`config.mk`:
```
export PLATFORM = sky130hd
export DESIGN_NAME = core_ifu
export DESIGN_NICKNAME = d
export VERILOG_FILES = /design/src/rtl/core_ifu_pkg.sv /design/src/rtl/core_ifu_fifo.sv /design/src/rtl/core_ifu.sv
export SDC_FILE = /design/constraint.sdc
export NUM_CORES = 1
export LEC_CHECK = 0
export ABC_AREA = 1
export BUFFER_PORTS_ARGS = -buffer_cell sky130_fd_sc_hd__buf_4
export CORE_MARGIN = 2
export CORE_UTILIZATION = 45
export DETAILED_ROUTE_END_ITERATION = 8
export PLACE_DENSITY = 0.68
export SYNTH_ARGS = -nofsm -noshare
export SYNTH_HDL_FRONTEND = slang
export SYNTH_SLANG_ARGS = --single-unit
```
`constraint.sdc`:
```
create_clock -name clk -period 10.7 [get_ports clk]
set_input_delay 1.07 -clock clk [delete_from_list [all_inputs] [get_ports clk]]
set_output_delay 1.07 -clock clk [all_outputs]
set_load 0.01 [all_outputs]
```
`src/rtl/core_ifu_pkg.sv`:
```
// Shared types and constants for the instruction fetch unit.
package core_ifu_pkg;

  typedef logic [31:0] inst_addr_t;
  typedef logic [31:0] inst_byte_t;

  localparam inst_byte_t INST_NOP  = 32'h0000_0013;
  localparam inst_addr_t ZERO_WORD = 32'h0000_0000;

  typedef enum logic [1:0] {
    IFU_IDLE = 2'd0,
    IFU_REQ  = 2'd1,
    IFU_WAIT = 2'd2
  } ifu_state_e;

  typedef struct packed {
    inst_addr_t addr;
    inst_byte_t inst;
  } fetch_entry_t;

  function automatic inst_addr_t word_align(input inst_addr_t a);
    return {a[31:2], 2'b00};
  endfunction

endpackage

```
`src/rtl/core_ifu_fifo.sv`:
```
// Synchronous fetch buffer of {addr, inst} entries; flush overrides push and pop.
module core_ifu_fifo
  import core_ifu_pkg::*;
#(
  parameter  int unsigned DEPTH = 2,
  localparam int unsigned PW    = $clog2(DEPTH),
  localparam int unsigned CW    = PW + 1
) (
  input  logic          clk,
  input  logic          rst,
  input  logic          push,
  input  logic [63:0]   push_data,
  input  logic          pop,
  input  logic          flush,
  output logic [CW-1:0] count,
  output logic          empty,
  output logic [63:0]   head_data
);

  fetch_entry_t  mem_q [DEPTH];
  fetch_entry_t  mem_d [DEPTH];
  logic [PW-1:0] wr_ptr_q, wr_ptr_d;
  logic [PW-1:0] rd_ptr_q, rd_ptr_d;
  logic [CW-1:0] count_q, count_d;
  logic          do_push, do_pop;

  always_comb begin
    mem_d    = mem_q;
    wr_ptr_d = wr_ptr_q;
    rd_ptr_d = rd_ptr_q;
    count_d  = count_q;
    do_pop   = pop && (count_q != '0);
    do_push  = push && ((count_q != CW'(DEPTH)) || do_pop);
    if (flush) begin
      wr_ptr_d = '0;
      rd_ptr_d = '0;
      count_d  = '0;
    end else begin
      if (do_push) begin
        mem_d[wr_ptr_q] = fetch_entry_t'(push_data);
        wr_ptr_d        = wr_ptr_q + PW'(1);
      end
      if (do_pop) begin
        rd_ptr_d = rd_ptr_q + PW'(1);
      end
      count_d = count_q + CW'(do_push) - CW'(do_pop);
    end
  end

  always_ff @(posedge clk) begin
    if (!rst) begin
      wr_ptr_q <= '0;
      rd_ptr_q <= '0;
      count_q  <= '0;
    end else begin
      wr_ptr_q <= wr_ptr_d;
      rd_ptr_q <= rd_ptr_d;
      count_q  <= count_d;
    end
  end

  // Storage needs no reset: count gates visibility of every entry.
  always_ff @(posedge clk) begin
    mem_q <= mem_d;
  end

  assign count     = count_q;
  assign empty     = (count_q == '0);
  assign head_data = mem_q[rd_ptr_q];

endmodule

```
`src/rtl/core_ifu.sv`:
```
// Instruction fetch unit: PC, single-outstanding req/gnt/rvalid fetch FSM and
// a small buffer presenting {inst, inst_addr} downstream via valid/ready.
module core_ifu
  import core_ifu_pkg::*;
#(
  parameter logic [31:0] RESET_ADDR = 32'h0000_0000,
  parameter int unsigned FIFO_DEPTH = 2
) (
  input  logic        clk,
  input  logic        rst,
  input  logic        jump_flag_in,
  input  logic [31:0] jump_addr_in,
  output logic        mem_req_out,
  output logic [31:0] mem_addr_out,
  input  logic        mem_gnt_in,
  input  logic        mem_rvalid_in,
  input  logic [31:0] mem_rdata_in,
  output logic [31:0] inst_out,
  output logic [31:0] inst_addr_out,
  output logic        inst_valid_out,
  input  logic        inst_ready_in
);

  localparam int unsigned CW = $clog2(FIFO_DEPTH) + 1;

  ifu_state_e    state_q, state_d;
  inst_addr_t    pc_q, pc_d;
  inst_addr_t    fetch_addr_q, fetch_addr_d;
  logic          discard_q, discard_d;
  logic          mem_req_q, mem_req_d;
  inst_addr_t    mem_addr_q, mem_addr_d;

  logic          fifo_push, fifo_pop, fifo_flush, fifo_empty;
  logic [CW-1:0] fifo_count, cnt_after_pop;
  logic [63:0]   fifo_head;
  fetch_entry_t  head;

  core_ifu_fifo #(
    .DEPTH (FIFO_DEPTH)
  ) u_fifo (
    .clk       (clk),
    .rst       (rst),
    .push      (fifo_push),
    .push_data ({fetch_addr_q, mem_rdata_in}),
    .pop       (fifo_pop),
    .flush     (fifo_flush),
    .count     (fifo_count),
    .empty     (fifo_empty),
    .head_data (fifo_head)
  );

  assign head           = fetch_entry_t'(fifo_head);
  assign inst_valid_out = !fifo_empty;
  assign inst_out       = fifo_empty ? INST_NOP  : head.inst;
  assign inst_addr_out  = fifo_empty ? ZERO_WORD : head.addr;
  assign mem_req_out    = mem_req_q;
  assign mem_addr_out   = mem_addr_q;

  always_comb begin
    state_d       = state_q;
    pc_d          = pc_q;
    fetch_addr_d  = fetch_addr_q;
    discard_d     = discard_q;
    fifo_push     = 1'b0;
    fifo_flush    = jump_flag_in;
    fifo_pop      = inst_valid_out & inst_ready_in;
    cnt_after_pop = fifo_count - CW'(fifo_pop);
    if (jump_flag_in) begin
      pc_d = word_align(jump_addr_in);
      unique case (state_q)
        IFU_REQ: begin
          if (mem_gnt_in) begin
            state_d   = IFU_WAIT;
            discard_d = 1'b1;
          end
        end
        IFU_WAIT: begin
          if (mem_rvalid_in) begin
            state_d   = IFU_REQ;
            discard_d = 1'b0;
          end else begin
            discard_d = 1'b1;
          end
        end
        default: state_d = IFU_REQ;
      endcase
    end else begin
      unique case (state_q)
        IFU_IDLE: begin
          if (fifo_count < CW'(FIFO_DEPTH)) state_d = IFU_REQ;
        end
        IFU_REQ: begin
          if (mem_gnt_in) begin
            fetch_addr_d = pc_q;
            pc_d         = pc_q + 32'd4;
            state_d      = IFU_WAIT;
          end
        end
        IFU_WAIT: begin
          if (mem_rvalid_in) begin
            discard_d = 1'b0;
            fifo_push = !discard_q;
            state_d   = ((cnt_after_pop + CW'(fifo_push)) < CW'(FIFO_DEPTH))
                        ? IFU_REQ : IFU_IDLE;
          end
        end
        default: state_d = IFU_IDLE;
      endcase
    end
    // Bus outputs are registered from the next state so they track the FSM exactly.
    mem_req_d  = (state_d == IFU_REQ);
    mem_addr_d = pc_d;
  end

  always_ff @(posedge clk) begin
    if (!rst) begin
      state_q      <= IFU_IDLE;
      pc_q         <= RESET_ADDR;
      fetch_addr_q <= RESET_ADDR;
      discard_q    <= 1'b0;
      mem_req_q    <= 1'b0;
      mem_addr_q   <= RESET_ADDR;
    end else begin
      state_q      <= state_d;
      pc_q         <= pc_d;
      fetch_addr_q <= fetch_addr_d;
      discard_q    <= discard_d;
      mem_req_q    <= mem_req_d;
      mem_addr_q   <= mem_addr_d;
    end
  end

endmodule
```
==> flow_summary.yaml, run 1 <==
yosys:
  synth_xor_xnor_area_share_pct: 0.4260
  syn_inst: 883
  synthMuxAreaShare_pct: 0
  synth.yosys.seq_area_share_pct: 61.84
  ys_warn_count: 0
  yosys.area_share.simple_pct: 20.68
  ys_seq_elements: 192
  synthAdderAreaFrac_pct: 1.065
  syn_area_per_cell_um2: 9.312
  synth_compound_area_share_pct: 11.23
  synth_cell_types: 37
  synth_top_family_by_area: "simple AND/OR/NAND/NOR gates"
  mappedNetlistArea_um2: 8223
cts:
  cts_root_buf: "clkbuf_16"
  numCtsBuffers: 17
  htreeDepth: 4
  clk_pin_slew_ps: 70
  cts_sinks: 192
  post_cts_resized: 0
  clockBufferDepth: 2
  cts_hold_buf: 0
  clk_latency_ps: 430
  post_cts_buffers: 0
  cts_tree: "built"
cells_and_area:
  diodes: 0
  layout_commonest_cell: "nand2_1"
  nNetsFinal: 1105
  area_growth_pct: 24.19
  final_cell_mix: "nand2_1, buf_4, edfxtp_1"
  drive_gt1_share_pct: 21.90
  nFillCells: 1639
die:
  io_pins: 168
  num_rows: 49
  die_h_um: 139.2
  dieArea_um2: 19370
  core_area_um2: 17960
  initial_core_util_pct: 45.78
  die_w_um: 139.2
sta:
  slew_headroom_pct: 43.17
  fin_crit_sh_pct: 28.89
  setup_viol_count_final: 0
  clock_skew_ps: 7.200
  drv_slew: 0
  min_period_ps: 3091
  worst_pin_slew_ps: 852.4
  rsz0062_at_grt: "no"
  fmax_ghz: 0.3235
  fin_ws_ps: 7609
  final_hold_viol_count: 0
  tns_ps: 0
grt:
  antenna_found_initial: 0
  grt_remaining_overflow: 0
  track_usage_pct: 20.48
  grt_max_degree: 65
  grt_pass1_vias: 5774
  grt_pass1_wl_mm: 31.11
drt:
  met3_length_mm: 1.456
  dr.max_layer_used: "met4"
  wire_per_inst_um: 15.56
  dr_wl_met2_mm: 8.853
  met1Wirelength_mm: 9.149
  drc_errors: 0
  vias: 6553
  wirelength_mm: 19.76
  via_per_inst: 5.160
  postRouteAntennaNets: 0
  drt_iter0_drc: 510
  dr.pass1.iters: 5
setup_path:
  endpoint_kind: "output port"
  crit_chain: "nor2_4 -> buf_4 -> inv_1 -> nand3_1 -> buf_4"
  crit_top_cell: "buf_4"
  slowest_stage: "buf_4"
  startpoint_type: "register"
  worst-path-max-fanout: 61
  cp.arrival_ps: 2020
  critPathRequiredTime_ps: 9630
  path_class: "register to output port"
  max_stage_delay_ps: 540
pwr:
  finalPower_uw: 1551
  vdd_ir_drop_max_v: 0.0001206
  leakagePower_uw: 0.004054
  p_per_area_nw_per_um2: 151.9
placement:
  port_buffers: 161
  gp_congestion: 0.8802
  place_hpwl_mm: 12.97
  pre_cts_slack_ps: 7239
run:
  cap_violations: 0
hold_path:
  min_path_type: "register to register"
run_status:
  outcome: "complete, no violations"
==> flip-flops by register name, indices dropped and copies added (netlist names) <==
name	cells
u_fifo.mem_q	124
fetch_addr_q	30
mem_addr_out	30
state_q	2
u_fifo.count	2
discard_q	1
mem_req_out	1
u_fifo.rd_ptr_q	1
u_fifo.wr_ptr_q	1
==> worst paths after layout <==
check | startpoint | cells past startpoint | endpoint | slack, ps
min | fetch_addr_q[16]$_SDFFE_PN0P_ | 0 | u_fifo.mem_q[48]$_DFFE_PP_ | 450
max reg2reg | state_q[0]$_SDFF_PN0_ | 10 | mem_addr_out[21]$_SDFFE_PN0P_ | 8170
max | u_fifo.count[1]$_SDFF_PP0_ | 5 | inst_out[0] | 7610
min reg2reg | fetch_addr_q[16]$_SDFFE_PN0P_ | 0 | u_fifo.mem_q[48]$_DFFE_PP_ | 450
==> power by group <==
group | switching (uW) | leakage [uW] | internal, uW
Sequential | 17.8 | 0.00172 | 801
Clock | 276 | 0.000285 | 361
Combinational | 53.0 | 0.00205 | 42.3
Total | 346 | 0.00405 | 1200
==> synth_stat cells (all sizes together) <==
| master | count | area, um2 |
|---|---|---|
| nor3 | 8 | 45.04 |
| a31oi | 7 | 43.79 |
| nand3b | 2 | 15.01 |
| inv | 51 | 191.4 |
| a22o | 3 | 26.28 |
| or2 | 2 | 12.51 |
| a311oi | 2 | 23.77 |
| nand2 | 267 | 1025 |
| nand4 | 2 | 12.51 |
| ha | 7 | 87.58 |
| conb | 1 | 3.750 |
| o211a | 1 | 10.01 |
| nor2 | 102 | 430.4 |
| nand3 | 31 | 160.1 |
| o21ai | 43 | 215.2 |
| dfxtp | 68 | 1361 |
| a22oi | 2 | 15.01 |
| o211ai | 3 | 22.52 |
| a21oi | 98 | 490.5 |
| xor2 | 4 | 35.03 |
| buf | 22 | 110.1 |
| clkbuf | 23 | 86.33 |
| a211oi | 8 | 60.06 |
| o221ai | 1 | 8.760 |
| o21bai | 1 | 7.510 |
| edfxtp | 124 | 3724 |
==> logic make-up (layout without fill, tap and decap cells) <==
kind of cell    after synthesis  in the layout
fa+ha+maj                     7              7
buf+inv                      96            251
other cells                   1              4
xor+xnor                      4              4
compound gates              169            169
simple gates                414            414
flops                       192            192
==> worst max-delay path, delay by kind of cell (launching register included) <==
kind                   cells  cell delay [ps]
DFF                        1              390
and+or+nand+nor            2              250
buffers and inverters      3              890
==> per-layer routing <==
metal	vias to the layer above	GRT usage [%]
li1	3250	-
met4	0	6.326
met1	3024	30.30
met2	252	30.93
met3	27	3.626
met5	-	0
==> layout make-up <==
| type | instances | area (um2) | share of cell area [%] |
|---|---|---|---|
| clock inverter | 13 | 150.1 | 1.470 |
| multi-input combinational | 598 | 2784 | 27.26 |
| timing repair buffer | 168 | 1261 | 12.35 |
| tap | 229 | 286.5 | 2.806 |
| sequential | 192 | 5086 | 49.80 |
| inverter | 51 | 191.4 | 1.875 |
| clock buffer | 19 | 452.9 | 4.435 |
==> stage by stage <==
| step | area, um2 | util, % | hold slack [ps] | instances |
|---|---|---|---|---|
| 2_1_floorplan | 8234 | - | 420.3 | 886 |
| 3_3_place_gp | 9609 | 53.49 | 429.7 | 1238 |
| 3_5_place_dp | 9609 | 53.49 | 435.9 | 1238 |
| 4_1_cts | 10210 | 56.85 | 455.5 | 1270 |
| 5_1_grt | 10210 | 56.85 | 462.6 | 1270 |
| 6_report | 10210 | 56.85 | 453.2 | 1270 |
Power figures use the tool's default switching activity.
==> inputs of run 2 (changes only) <==
- clock period: 10.7 -> 3.15 ns (I/O delays scaled with it)
==> flow_summary.yaml, run 2 (synthesized netlist as in run 1, its figures left out) <==
pwr:
  finalPower_uw: 5089
  p_seq_share_pct: 54.7
  power.share.clock_pct: 38.9
  p_per_area_nw_per_um2: 498.7
  leakagePower_uw: 0.004059
  switching_share_pct: 22.10
  vdd_ir_drop_max_v: 0.0004213
  pwr-share-comb_pct: 6.4
  p_switching_uw: 1125
  internal_power_uw: 3964
die:
  num_rows: 49
  initial_core_util_pct: 45.78
  die_w_um: 139.2
  io_pins: 168
  core_area_um2: 17960
  dieArea_um2: 19370
  die_h_um: 139.2
hold_path:
  hold_start: "mem_rdata_in[13]"
  whs_endpoint: "u_fifo.mem_q[77]$_DFFE_PP_"
  min_path_type: "input pin to register"
  holdPathStages: 1
sta:
  clock_skew_ps: 10.41
  drv_slew: 0
  fin_ws_ps: 828.3
  slew_headroom_pct: 53.67
  fin_crit_sh_pct: 73.70
  fmax_ghz: 0.4307
  setup_viol_count_final: 0
  final_hold_viol_count: 0
  rsz0062_at_grt: "no"
  min_period_ps: 2322
  worst_pin_slew_ps: 695.0
grt:
  grt_util_met2_pct: 31.16
  grt_pass1_vias: 6132
  grt_remaining_overflow: 0
  top_usage_layer: "met2"
  track_usage_pct: 20.74
  grt_pass1_wl_mm: 31.71
  use_met1_pct: 30.22
  antenna_found_initial: 0
  grt.met3_usage_pct: 4.247
  grt_max_degree: 65
drt:
  drt_iter0_drc: 525
  postRouteAntennaNets: 0
  via_per_inst: 5.095
  drc_errors: 0
  vias: 6486
  wirelength_mm: 19.67
  wire_per_inst_um: 15.45
  dr.pass1.iters: 5
cells_and_area:
  area_growth_pct: 24.10
  nFillCells: 1613
  layout_commonest_cell: "nand2_1"
  final_cell_mix: "nand2_1, buf_4, edfxtp_1"
  final_cells: 1273
  largest_reg_flops: 124
  largest-register: "u_fifo.mem_q"
  nNetsFinal: 1108
  drive_gt1_share_pct: 21.84
  multi_input_area_um2: 2784
  seq_area_um2: 5086
  diodes: 0
placement:
  dpl.cell_count: 1241
  gp_congestion: 0.9038
  pre_cts_slack_ps: 723.4
  port_buffers: 161
  place_hpwl_mm: 13.38
cts:
  clk_latency_ps: 430
  cts_sinks: 192
  post_cts_buffers: 0
  cts_hold_buf: 0
  post_cts_resized: 0
  clk_pin_slew_ps: 70
  numCtsBuffers: 17
  clockBufferDepth: 2
  cts_tree: "built"
  cts_root_buf: "clkbuf_16"
  htreeDepth: 4
setup_path:
  r2r-start: "state_q[0]$_SDFF_PN0_"
  rrSetupSlack_ps: 970
  path_class: "register to output port"
  critPathRequiredTime_ps: 2830
  startpoint_type: "register"
  endpoint_kind: "output port"
  reg2reg_to: "u_fifo.mem_q[26]$_DFFE_PP_"
  cp.arrival_ps: 2010
  reg2regPathDepth: 7
  worst-path-max-fanout: 60
run:
  cap_violations: 0
run_status:
  outcome: "complete, no violations"
==> run 2: cell count changes in the layout (fill, tap and decap cells not counted), moves of 2 or more <==
cell	delta
clkbuf_1	+3
inv_6	-4
clkinv_2	+2
bufinv_16	-2
inv_4	+2
buf_12	+2
==> run 2: worst max path at each step <==
stage,startpoint,to,slack (ps),cells past startpoint
after floorplan,state_q[0]$_SDFF_PN0_,u_fifo.mem_q[0]$_DFFE_PP_,-20,6
after global placement,jump_flag_in,u_fifo.mem_q[25]$_DFFE_PP_,740,7
after global routing,u_fifo.count[1]$_SDFF_PP0_,inst_out[0],680,5
final,u_fifo.count[1]$_SDFF_PP0_,inst_out[0],830,5
after detailed placement,jump_flag_in,u_fifo.mem_q[25]$_DFFE_PP_,720,7
after CTS,u_fifo.count[1]$_SDFF_PP0_,inst_out[0],800,5
==> run 2: metrics by stage <==
| step | hold slack (ps) | TNS [ps] | util, % | area (um2) |
|---|---|---|---|---|
| 2_1_floorplan | 413.9 | -1002 | - | 8239 |
| 3_3_place_gp | 428.8 | 0 | 53.76 | 9657 |
| 3_5_place_dp | 434.8 | 0 | 53.76 | 9657 |
| 4_1_cts | 52.03 | 0 | 56.81 | 10200 |
| 5_1_grt | 47.43 | 0 | 56.81 | 10200 |
| 6_report | 69.56 | 0 | 56.81 | 10200 |
==> run 2: layout make-up <==
class	instances	share of cell area, %
Inverter	51	1.876
Timing Repair Buffer	171	12.82
Sequential cell	192	49.84
Multi-Input combinational cell	598	27.28
Clock inverter	9	0.5763
Tap cell	229	2.808
Clock buffer	23	4.794
==> run 2: worst max-delay path, cell delays in order, from the launching register on <==
cell	delay [ps]
dfxtp_1	400
nor2_4	140
buf_4	550
inv_1	200
nand3_1	130
buf_4	130
==> run 2: power by group through the flow <==
stage          Sequential [uW]  Clock [uW]  Combinational (uW)
6_report                  2780        1980                 324
5_1_grt                   2790        2140                 363
4_1_cts                   2780        2030                 325
3_5_place_dp              2840           0                 324
3_3_place_gp              2840           0                 316
2_1_floorplan             2830           0                 162
==> run 2: routing by layer <==
| metal | vias to the layer above | routed length, um |
|---|---|---|
| met1 | 2950 | 9108 |
| met3 | 29 | 1413 |
| li1 | 3256 | - |
| met2 | 251 | 8714 |
| met4 | 0 | 438 |
| met5 | - | 0 |
